--- config.mk ---
export PLATFORM = sky130hd
export DESIGN_NAME = id_ex_stage
export DESIGN_NICKNAME = d
export VERILOG_FILES = /design/src/rtl/id_ex_stage.sv
export SDC_FILE = /design/constraint.sdc
export NUM_CORES = 1
export LEC_CHECK = 0
export CAP_MARGIN = 0
export CELL_PAD_IN_SITES_DETAIL_PLACEMENT = 1
export CELL_PAD_IN_SITES_GLOBAL_PLACEMENT = 2
export CORE_ASPECT_RATIO = 0.9
export CORE_UTILIZATION = 21
export DETAILED_ROUTE_END_ITERATION = 16
export PLACE_DENSITY = 0.87
export SETUP_SLACK_MARGIN = 0.3
export SYNTH_ARGS = -nofsm -noshare
export SYNTH_HDL_FRONTEND = slang
export SYNTH_SLANG_ARGS = --single-unit
--- constraint.sdc ---
create_clock -name clk -period 1.88 [get_ports clk]
set_input_delay 0.47 -clock clk [delete_from_list [all_inputs] [get_ports clk]]
set_output_delay 0.47 -clock clk [all_outputs]
set_load 0.01 [all_outputs]
--- src/rtl/id_ex_stage.sv ---
// ID/EX pipeline stage: decodes OP/OP-IMM/LUI/AUIPC into an ALU select, resolves
// operands with EX/WB forwarding and holds the result for EX under valid/ready flow control.
module id_ex_stage #(
  parameter int unsigned XLEN     = 32,
  parameter logic [31:0] RESET_PC = 32'h0000_0000
) (
  input  logic            clk,
  input  logic            rst_n,
  input  logic            in_valid,
  output logic            in_ready,
  input  logic [31:0]     instr,
  input  logic [XLEN-1:0] pc,
  input  logic [XLEN-1:0] rs1_data,
  input  logic [XLEN-1:0] rs2_data,
  input  logic            ex_wen,
  input  logic [4:0]      ex_rd,
  input  logic [XLEN-1:0] ex_result,
  input  logic            wb_wen,
  input  logic [4:0]      wb_rd,
  input  logic [XLEN-1:0] wb_result,
  input  logic            flush,
  output logic            out_valid,
  input  logic            out_ready,
  output logic [XLEN-1:0] alu_a,
  output logic [XLEN-1:0] alu_b,
  output logic [3:0]      alu_sel,
  output logic [4:0]      rd_q,
  output logic            reg_wen_q,
  output logic [XLEN-1:0] pc_q,
  output logic            illegal_q
);

  localparam logic [6:0] OPC_OP     = 7'b0110011;
  localparam logic [6:0] OPC_OP_IMM = 7'b0010011;
  localparam logic [6:0] OPC_LUI    = 7'b0110111;
  localparam logic [6:0] OPC_AUIPC  = 7'b0010111;

  logic [6:0]      opc_d;
  logic [2:0]      f3_d;
  logic            f7b_d;
  logic [4:0]      rs1_idx_d;
  logic [4:0]      rs2_idx_d;
  logic [4:0]      rd_d;
  logic [XLEN-1:0] a_d;
  logic [XLEN-1:0] b_d;
  logic [3:0]      sel_d;
  logic            wen_d;
  logic            ill_d;
  logic            capture_d;

  // Youngest producer wins; x0 is hard-wired to zero regardless of any pending write.
  function automatic logic [XLEN-1:0] fwd_operand(
    input logic [4:0]      src,
    input logic [XLEN-1:0] rf_val,
    input logic            exw,
    input logic [4:0]      exr,
    input logic [XLEN-1:0] exv,
    input logic            wbw,
    input logic [4:0]      wbr,
    input logic [XLEN-1:0] wbv
  );
    logic [XLEN-1:0] val;
    if (src == 5'd0) begin
      val = {XLEN{1'b0}};
    end else if (exw && (exr != 5'd0) && (exr == src)) begin
      val = exv;
    end else if (wbw && (wbr != 5'd0) && (wbr == src)) begin
      val = wbv;
    end else begin
      val = rf_val;
    end
    return val;
  endfunction

  function automatic logic [3:0] alu_op(input logic [2:0] f3, input logic f7b, input logic is_reg);
    logic [3:0] sel;
    case (f3)
      3'b000:  sel = (is_reg && f7b) ? 4'b0001 : 4'b0000;
      3'b111:  sel = 4'b0010;
      3'b110:  sel = 4'b0011;
      3'b100:  sel = 4'b0100;
      3'b001:  sel = 4'b0101;
      3'b101:  sel = f7b ? 4'b1001 : 4'b0110;
      3'b010:  sel = 4'b0111;
      3'b011:  sel = 4'b1000;
      default: sel = 4'b0000;
    endcase
    return sel;
  endfunction

  assign in_ready  = !out_valid || out_ready;
  assign capture_d = in_valid && in_ready;

  assign opc_d     = instr[6:0];
  assign f3_d      = instr[14:12];
  assign f7b_d     = instr[30];
  assign rs1_idx_d = instr[19:15];
  assign rs2_idx_d = instr[24:20];
  assign rd_d      = instr[11:7];

  // Decode the incoming instruction into the bundle captured on the next edge.
  always_comb begin
    a_d   = {XLEN{1'b0}};
    b_d   = {XLEN{1'b0}};
    sel_d = 4'b0000;
    wen_d = 1'b0;
    ill_d = 1'b0;
    case (opc_d)
      OPC_OP, OPC_OP_IMM: begin
        a_d   = fwd_operand(rs1_idx_d, rs1_data, ex_wen, ex_rd, ex_result, wb_wen, wb_rd, wb_result);
        sel_d = alu_op(f3_d, f7b_d, opc_d == OPC_OP);
        wen_d = (rd_d != 5'd0);
        if (opc_d == OPC_OP) begin
          b_d = fwd_operand(rs2_idx_d, rs2_data, ex_wen, ex_rd, ex_result, wb_wen, wb_rd, wb_result);
        end else if ((f3_d == 3'b001) || (f3_d == 3'b101)) begin
          b_d = {27'd0, instr[24:20]};
        end else begin
          b_d = {{20{instr[31]}}, instr[31:20]};
        end
      end
      OPC_LUI: begin
        a_d   = {instr[31:12], 12'd0};
        sel_d = 4'b1111;
        wen_d = (rd_d != 5'd0);
      end
      OPC_AUIPC: begin
        a_d   = pc;
        b_d   = {instr[31:12], 12'd0};
        wen_d = (rd_d != 5'd0);
      end
      default: begin
        ill_d = 1'b1;
      end
    endcase
  end

  // Output bundle: flush beats capture, capture beats drain, otherwise hold.
  always_ff @(posedge clk or negedge rst_n) begin
    if (!rst_n) begin
      out_valid <= 1'b0;
      alu_a     <= {XLEN{1'b0}};
      alu_b     <= {XLEN{1'b0}};
      alu_sel   <= 4'b0000;
      rd_q      <= 5'd0;
      reg_wen_q <= 1'b0;
      pc_q      <= RESET_PC;
      illegal_q <= 1'b0;
    end else if (flush) begin
      out_valid <= 1'b0;
      reg_wen_q <= 1'b0;
    end else if (capture_d) begin
      out_valid <= 1'b1;
      alu_a     <= a_d;
      alu_b     <= b_d;
      alu_sel   <= sel_d;
      rd_q      <= rd_d;
      reg_wen_q <= wen_d;
      pc_q      <= pc;
      illegal_q <= ill_d;
    end else if (out_ready) begin
      out_valid <= 1'b0;
    end
  end

endmodule

[Word-level counts from Yosys, hierarchy flattened]
Index checks and enable logic that the tools add are counted.
Operators by class
  add/sub/neg operators: 0
  multiply operators: 0
  div/mod/pow operators: 0
  magnitude comparators: 0
  equality and inequality tests: 15
  shift-type cells: 0
  multiplexer cells: 21
  bitwise operators: 1
  reductions and logical operators: 22
Operator list (number)
  32-bit 2-to-1 mux: 8
  32-bit one-hot mux with 3 select lines: 1
  32-bit one-hot mux with 2 select lines: 1
  4-bit one-hot mux with 8 select lines: 1
  5-bit equality test: 4
  5-bit nonzero test: 3
  7-bit by 5-bit equality test with 1-bit output (second input constant): 2
  7-bit by 6-bit equality test with 1-bit output (second input constant): 2
  3-bit equality test (second input constant): 4
  5-bit logical NOT: 2
  1-bit logical AND: 8
  1-bit 2-to-1 mux: 8
  4-bit one-hot mux with 2 select lines: 1
  3-bit by 2-bit equality test with 1-bit output (second input constant): 2
  4-bit 2-to-1 mux: 1
  4-bit OR reduction: 1
  3-bit by 1-bit equality test with 1-bit output (second input constant): 1
  3-bit logical NOT: 1
  3-bit nonzero test: 1
  1-bit logical OR: 2
  2-bit AND reduction: 1
  2-bit nonzero test: 1
  2-bit OR reduction: 1
  1-bit logical NOT: 1
  1-bit inverter: 1
Storage, ports and cells
  flip-flop bits (word level): 108
  bits in latches: 0
  RAM bits: 0
  ROM bits: 0
  input port bits: 209
  output and inout port bits: 109
  memories kept: 0

[Longest topological paths before layout]
  depth after elaboration: 8
  mapped depth: 9
  gate-level depth less buffers: 6

[Least setup slack after synthesis]
No wires, ideal clock.
  path type: in2reg
  start point: input port ex_rd[1]
  end point: register alu_b[5]
  arrival: 1.944 ns
  data required time: 1.754 ns
  slack: -0.190 ns
  cell stages on the path: 7
  buffers on the path: 2
  path through: or4_1 -> o2111a_2 -> and2_4 -> buf_6 -> buf_6 -> a211oi_1 -> o21bai_1
On the way
  cells in the longest elaborated chain, start to end: 7
  elaborated cells on any way between the ends: 8
  those cells by class: 1 x eq/ne; 4 x mux; 3 x reduce/logical
RTL lines
  start, declared: line 16  | input logic [4:0] ex_rd,
  5-bit nonzero test: line 65  | end else if (exw && (exr != 5'd0) && (exr == src)) begin
  1-bit logical AND: line 65
  1-bit logical AND (*): line 65
  32-bit 2-to-1 mux (*): line 65
  32-bit 2-to-1 mux (*): line 63  | if (src == 5'd0) begin
  32-bit 2-to-1 mux (*): line 113  | if (opc_d == OPC_OP) begin
  32-bit one-hot mux with 2 select lines (*): line 108  | case (opc_d)
  end signal, assigned: line 142  | alu_b <= {XLEN{1'b0}};
  end, declared: line 25  | output logic [XLEN-1:0] alu_b,
Mark *: on every way between the ends. The rest lies on a longest branch, timed or not.
A chain may end at the register's enable or synchronous reset.

[Final worst setup path]
  start point: input port instr[20]
  end point: register alu_b[15]
On the way
  cells in the longest elaborated chain, start to end: 7
  elaborated cells on any way between the ends: 10
  those cells by class: 2 x eq/ne; 5 x mux; 3 x reduce/logical
RTL lines
  start, declared: line 11  | input logic [31:0] instr,
  5-bit equality test: line 67  | end else if (wbw && (wbr != 5'd0) && (wbr == src)) begin
  1-bit logical AND: line 67
  32-bit 2-to-1 mux: line 67
  32-bit 2-to-1 mux: line 65
  32-bit 2-to-1 mux (*): line 63
  32-bit 2-to-1 mux (*): line 113
  32-bit one-hot mux with 2 select lines (*): line 108
Marked as above.

==> flow_summary.ini <==
[sta]
rsz0062_at_grt = yes
timing.fmax_mhz = 479.6
fin_skew_ns = 0.008041
totalNegativeSetupSlack_ns = -5.494
finalCriticalPeriod_ns = 2.085
setup_viol = 60
setup_ws_ns = -0.2050
slew_headroom_pct = 63.92
worstMarginPinSlew_ns = 0.5411
final.period_utilization_pct = 110.9
hold_viol = 0
slew_viol_final = 0

[detailed_routing]
wire_per_inst_um = 27.61
totalWireLength_um = 51820
met3_length_um = 3723
wl_met1_um = 21030
drt_iter0_drc = 696
highest-signal-layer = met5
drt-pass1-iter-count = 7
wl_met2_um = 23770
ant_nets = 0
drc = 0
detailroute.via_count = 10120
post_drt_via_cell_ratio = 5.391

[synth]
synth.distinct_cells = 53
synthCells = 909
synth-edff-count = 0
avgSynthCellArea_um2 = 8.167
netlist_area_mm2 = 0.007423
async_reset_ff_share_pct = 100.0
yosysWarnings = 0
synth_nets = 1118
ys_ff_latch = 108
synth_ff_type = dfrtp_1
yosysSeqAreaShare_pct = 36.41

[placed_design]
io_buffers = 317
gp_congestion = 0.9073
hpwl_um = 34270

[floorplanning]
initial_core_util_pct = 21.56
core-area_mm2 = 0.03443
die_w_um = 200.2
design.die.area_mm2 = 0.03611
die_y_um = 180.4
io_pins = 318
row_count = 64

[critical_path]
r2r-start = out_valid$_DFFE_PN0P_
worst-setup-path-type = primary input to register
critPathLaunchType = primary input
crit_required_ns = 2.12
crit_start = instr[20]
crit_path_end_kind = register
path_max_fanout = 6
arrival_ns = 2.32

[global_routing]
track_usage_pct = 27.17
grt.overflow.total = 0
grt_max_degree = 36
antenna_found_initial = 12
grt_pass1_vias = 10600
grt_pass1_wl_um = 72290

[final_layout]
nets = 1608
multi_input_area_mm2 = 0.005366
drive_gt1_share_pct = 32.12
fin_util_pct = 43.67
final_common_cell = clkdlybuf4s50_1
fillers = 3916
layout_common_cells = 174 x clkdlybuf4s50_1, 147 x buf_4, 143 x nand2_1
area_growth_pct = 102.5
seqCellArea_mm2 = 0.002703

[job]
cap_violations = 0

[clock_network]
cts_root_buffer = clkbuf_16
cts_buffers = 9
cts_tree = built
clkSinkCount = 108
path_clk_slew_ns = 0.09
ctsHoldBuffers = 0
h-tree-depth = 3
cts.path.max_buffers = 2
worstSkewPairLatency_ns = 0.38

[pwr]
powerDensity_mw_per_mm2 = 498.3
peakVddDrop_mv = 0.3651
p_leak_nw = 6.604
total_power_w = 0.007493

[hold_path]
hold_class = primary input to async pin

[run_status]
failed_checks = negative setup slack
status = complete, but fails checks
[per-layer routing]
| metal | vias to the layer above | global-route usage, % |
|---|---|---|
| met4 | 4 | 16.86 |
| met1 | 5012 | 33.18 |
| li1 | 4328 | - |
| met2 | 601 | 43.11 |
| met5 | - | 0 |
| met3 | 173 | 6.492 |
[layout make-up]
class                   instances  area share [%]
multi-input cells             677           35.69
inverters                      37          0.9403
diodes                         11          0.1831
clock inverters                 6          0.4743
flip-flops and latches        108           17.97
well taps                     462           3.845
repair buffers                566           39.30
clock buffers                  10           1.589
[where the power goes]
group / leakage (nW) / internal, W / switching (W)
logic: 5.02 / 0.00142 / 0.00137
registers: 1.43 / 0.00247 / 0.0000908
clock network: 0.146 / 0.00109 / 0.00105
[state kept, by name, summed over array words and instances (netlist names)]
name and flops:
out_valid 1, alu_a 32, pc_q 32, illegal_q 1
alu_b 32, reg_wen_q 1, alu_sel 4, rd_q 5
[worst max-delay path: stages]
cell           delay (ns)
dlygate4sd2_1        0.25
buf_6                0.16
xor2_4               0.19
nor3_4               0.30
buf_4                0.18
buf_8                0.14
buf_4                0.13
nand3b_1             0.19
o311ai_4             0.17
a311oi_2             0.14
[stage by stage]
| stage | instance area, µm² | hold WS [ns] | setup WS [ns] | cells |
|---|---|---|---|---|
| floorplan | 7556 | 0.1744 | -0.1827 | 909 |
| global placement | 12340 | 0.4578 | -1.009 | 1753 |
| detailed placement | 12340 | 0.4623 | -1.006 | 1753 |
| CTS | 14310 | 0.08294 | -0.1319 | 1845 |
| global route | 15020 | 0.07638 | -0.2243 | 1871 |
| finish | 15040 | 0.07148 | -0.2050 | 1877 |
[cell usage after synthesis, types with 2 or more instances]
cell type	number	area share, %
o21bai_1	22	2.2
buf_6	9	1.4
nor4_1	2	0.17
a211oi_1	44	4.4
dfrtp_1	108	36
and4_1	20	2.4
o221ai_1	5	0.59
o31ai_1	18	1.8
o311ai_0	3	0.35
o21ai_1	18	1.2
and3_1	13	1.1
o21a_1	2	0.20
nand2b_1	2	0.17
o2bb2ai_1	15	1.8
nor4_2	2	0.34
and2_1	5	0.42
nand2_1	155	7.8
nand3_1	5	0.34
inv_1	36	1.8
and2_4	2	0.24
mux2i_1	18	2.4
a2bb2oi_1	10	1.2
a21oi_1	38	2.6
mux2_2	3	0.46
o31a_1	2	0.24
nand4b_1	2	0.24
nor3_1	3	0.20
nand3b_1	21	2.1
o311ai_1	17	2.0
nor2_1	40	2.0
a21o_1	5	0.51
xnor2_1	15	1.8
buf_1	4	0.20
o211ai_1	10	1.0
a311oi_1	3	0.35
or4_1	4	0.40
xor2_1	5	0.59
a21boi_0	32	3.2
nor2b_1	2	0.17
o21ai_0	51	3.4
buf_2	21	1.4
a31oi_1	35	2.9
nand4_1	14	1.2
clkbuf_1	59	3.0
[path summary, 6_finish.rpt]
check	endpoint	slack (ns)	depth (start not counted)
max in group asynchronous	alu_b[21]$_DFFE_PN0P_	1.19	2
worst max-delay path	alu_b[15]$_DFFE_PN0P_	-0.21	10
worst max register to register	alu_b[5]$_DFFE_PN0P_	-0.01	8
worst min register to register	pc_q[9]$_DFFE_PN0P_	0.48	2
worst min-delay path	alu_b[7]$_DFFE_PN0P_	0.07	1
min in group clk	pc_q[9]$_DFFE_PN0P_	0.48	2
[logic make-up after synthesis]
group	Yosys count	share of synthesized area [%]
AO/OA/AOI/OAI	335	30.84
XOR/XNOR	20	2.360
buffers and inverters	130	7.837
flip-flops	108	36.41
multiplexers	21	2.882
AND/OR/NAND/NOR	295	19.67
[repair_timing]
action	in CTS	in global routing
endpoints found under the setup margin	216	104
gates cloned	22	5
gates resized for setup	395	132
pin swaps	93	55
buffers inserted	54	16
Power figures use the tool's default switching activity.
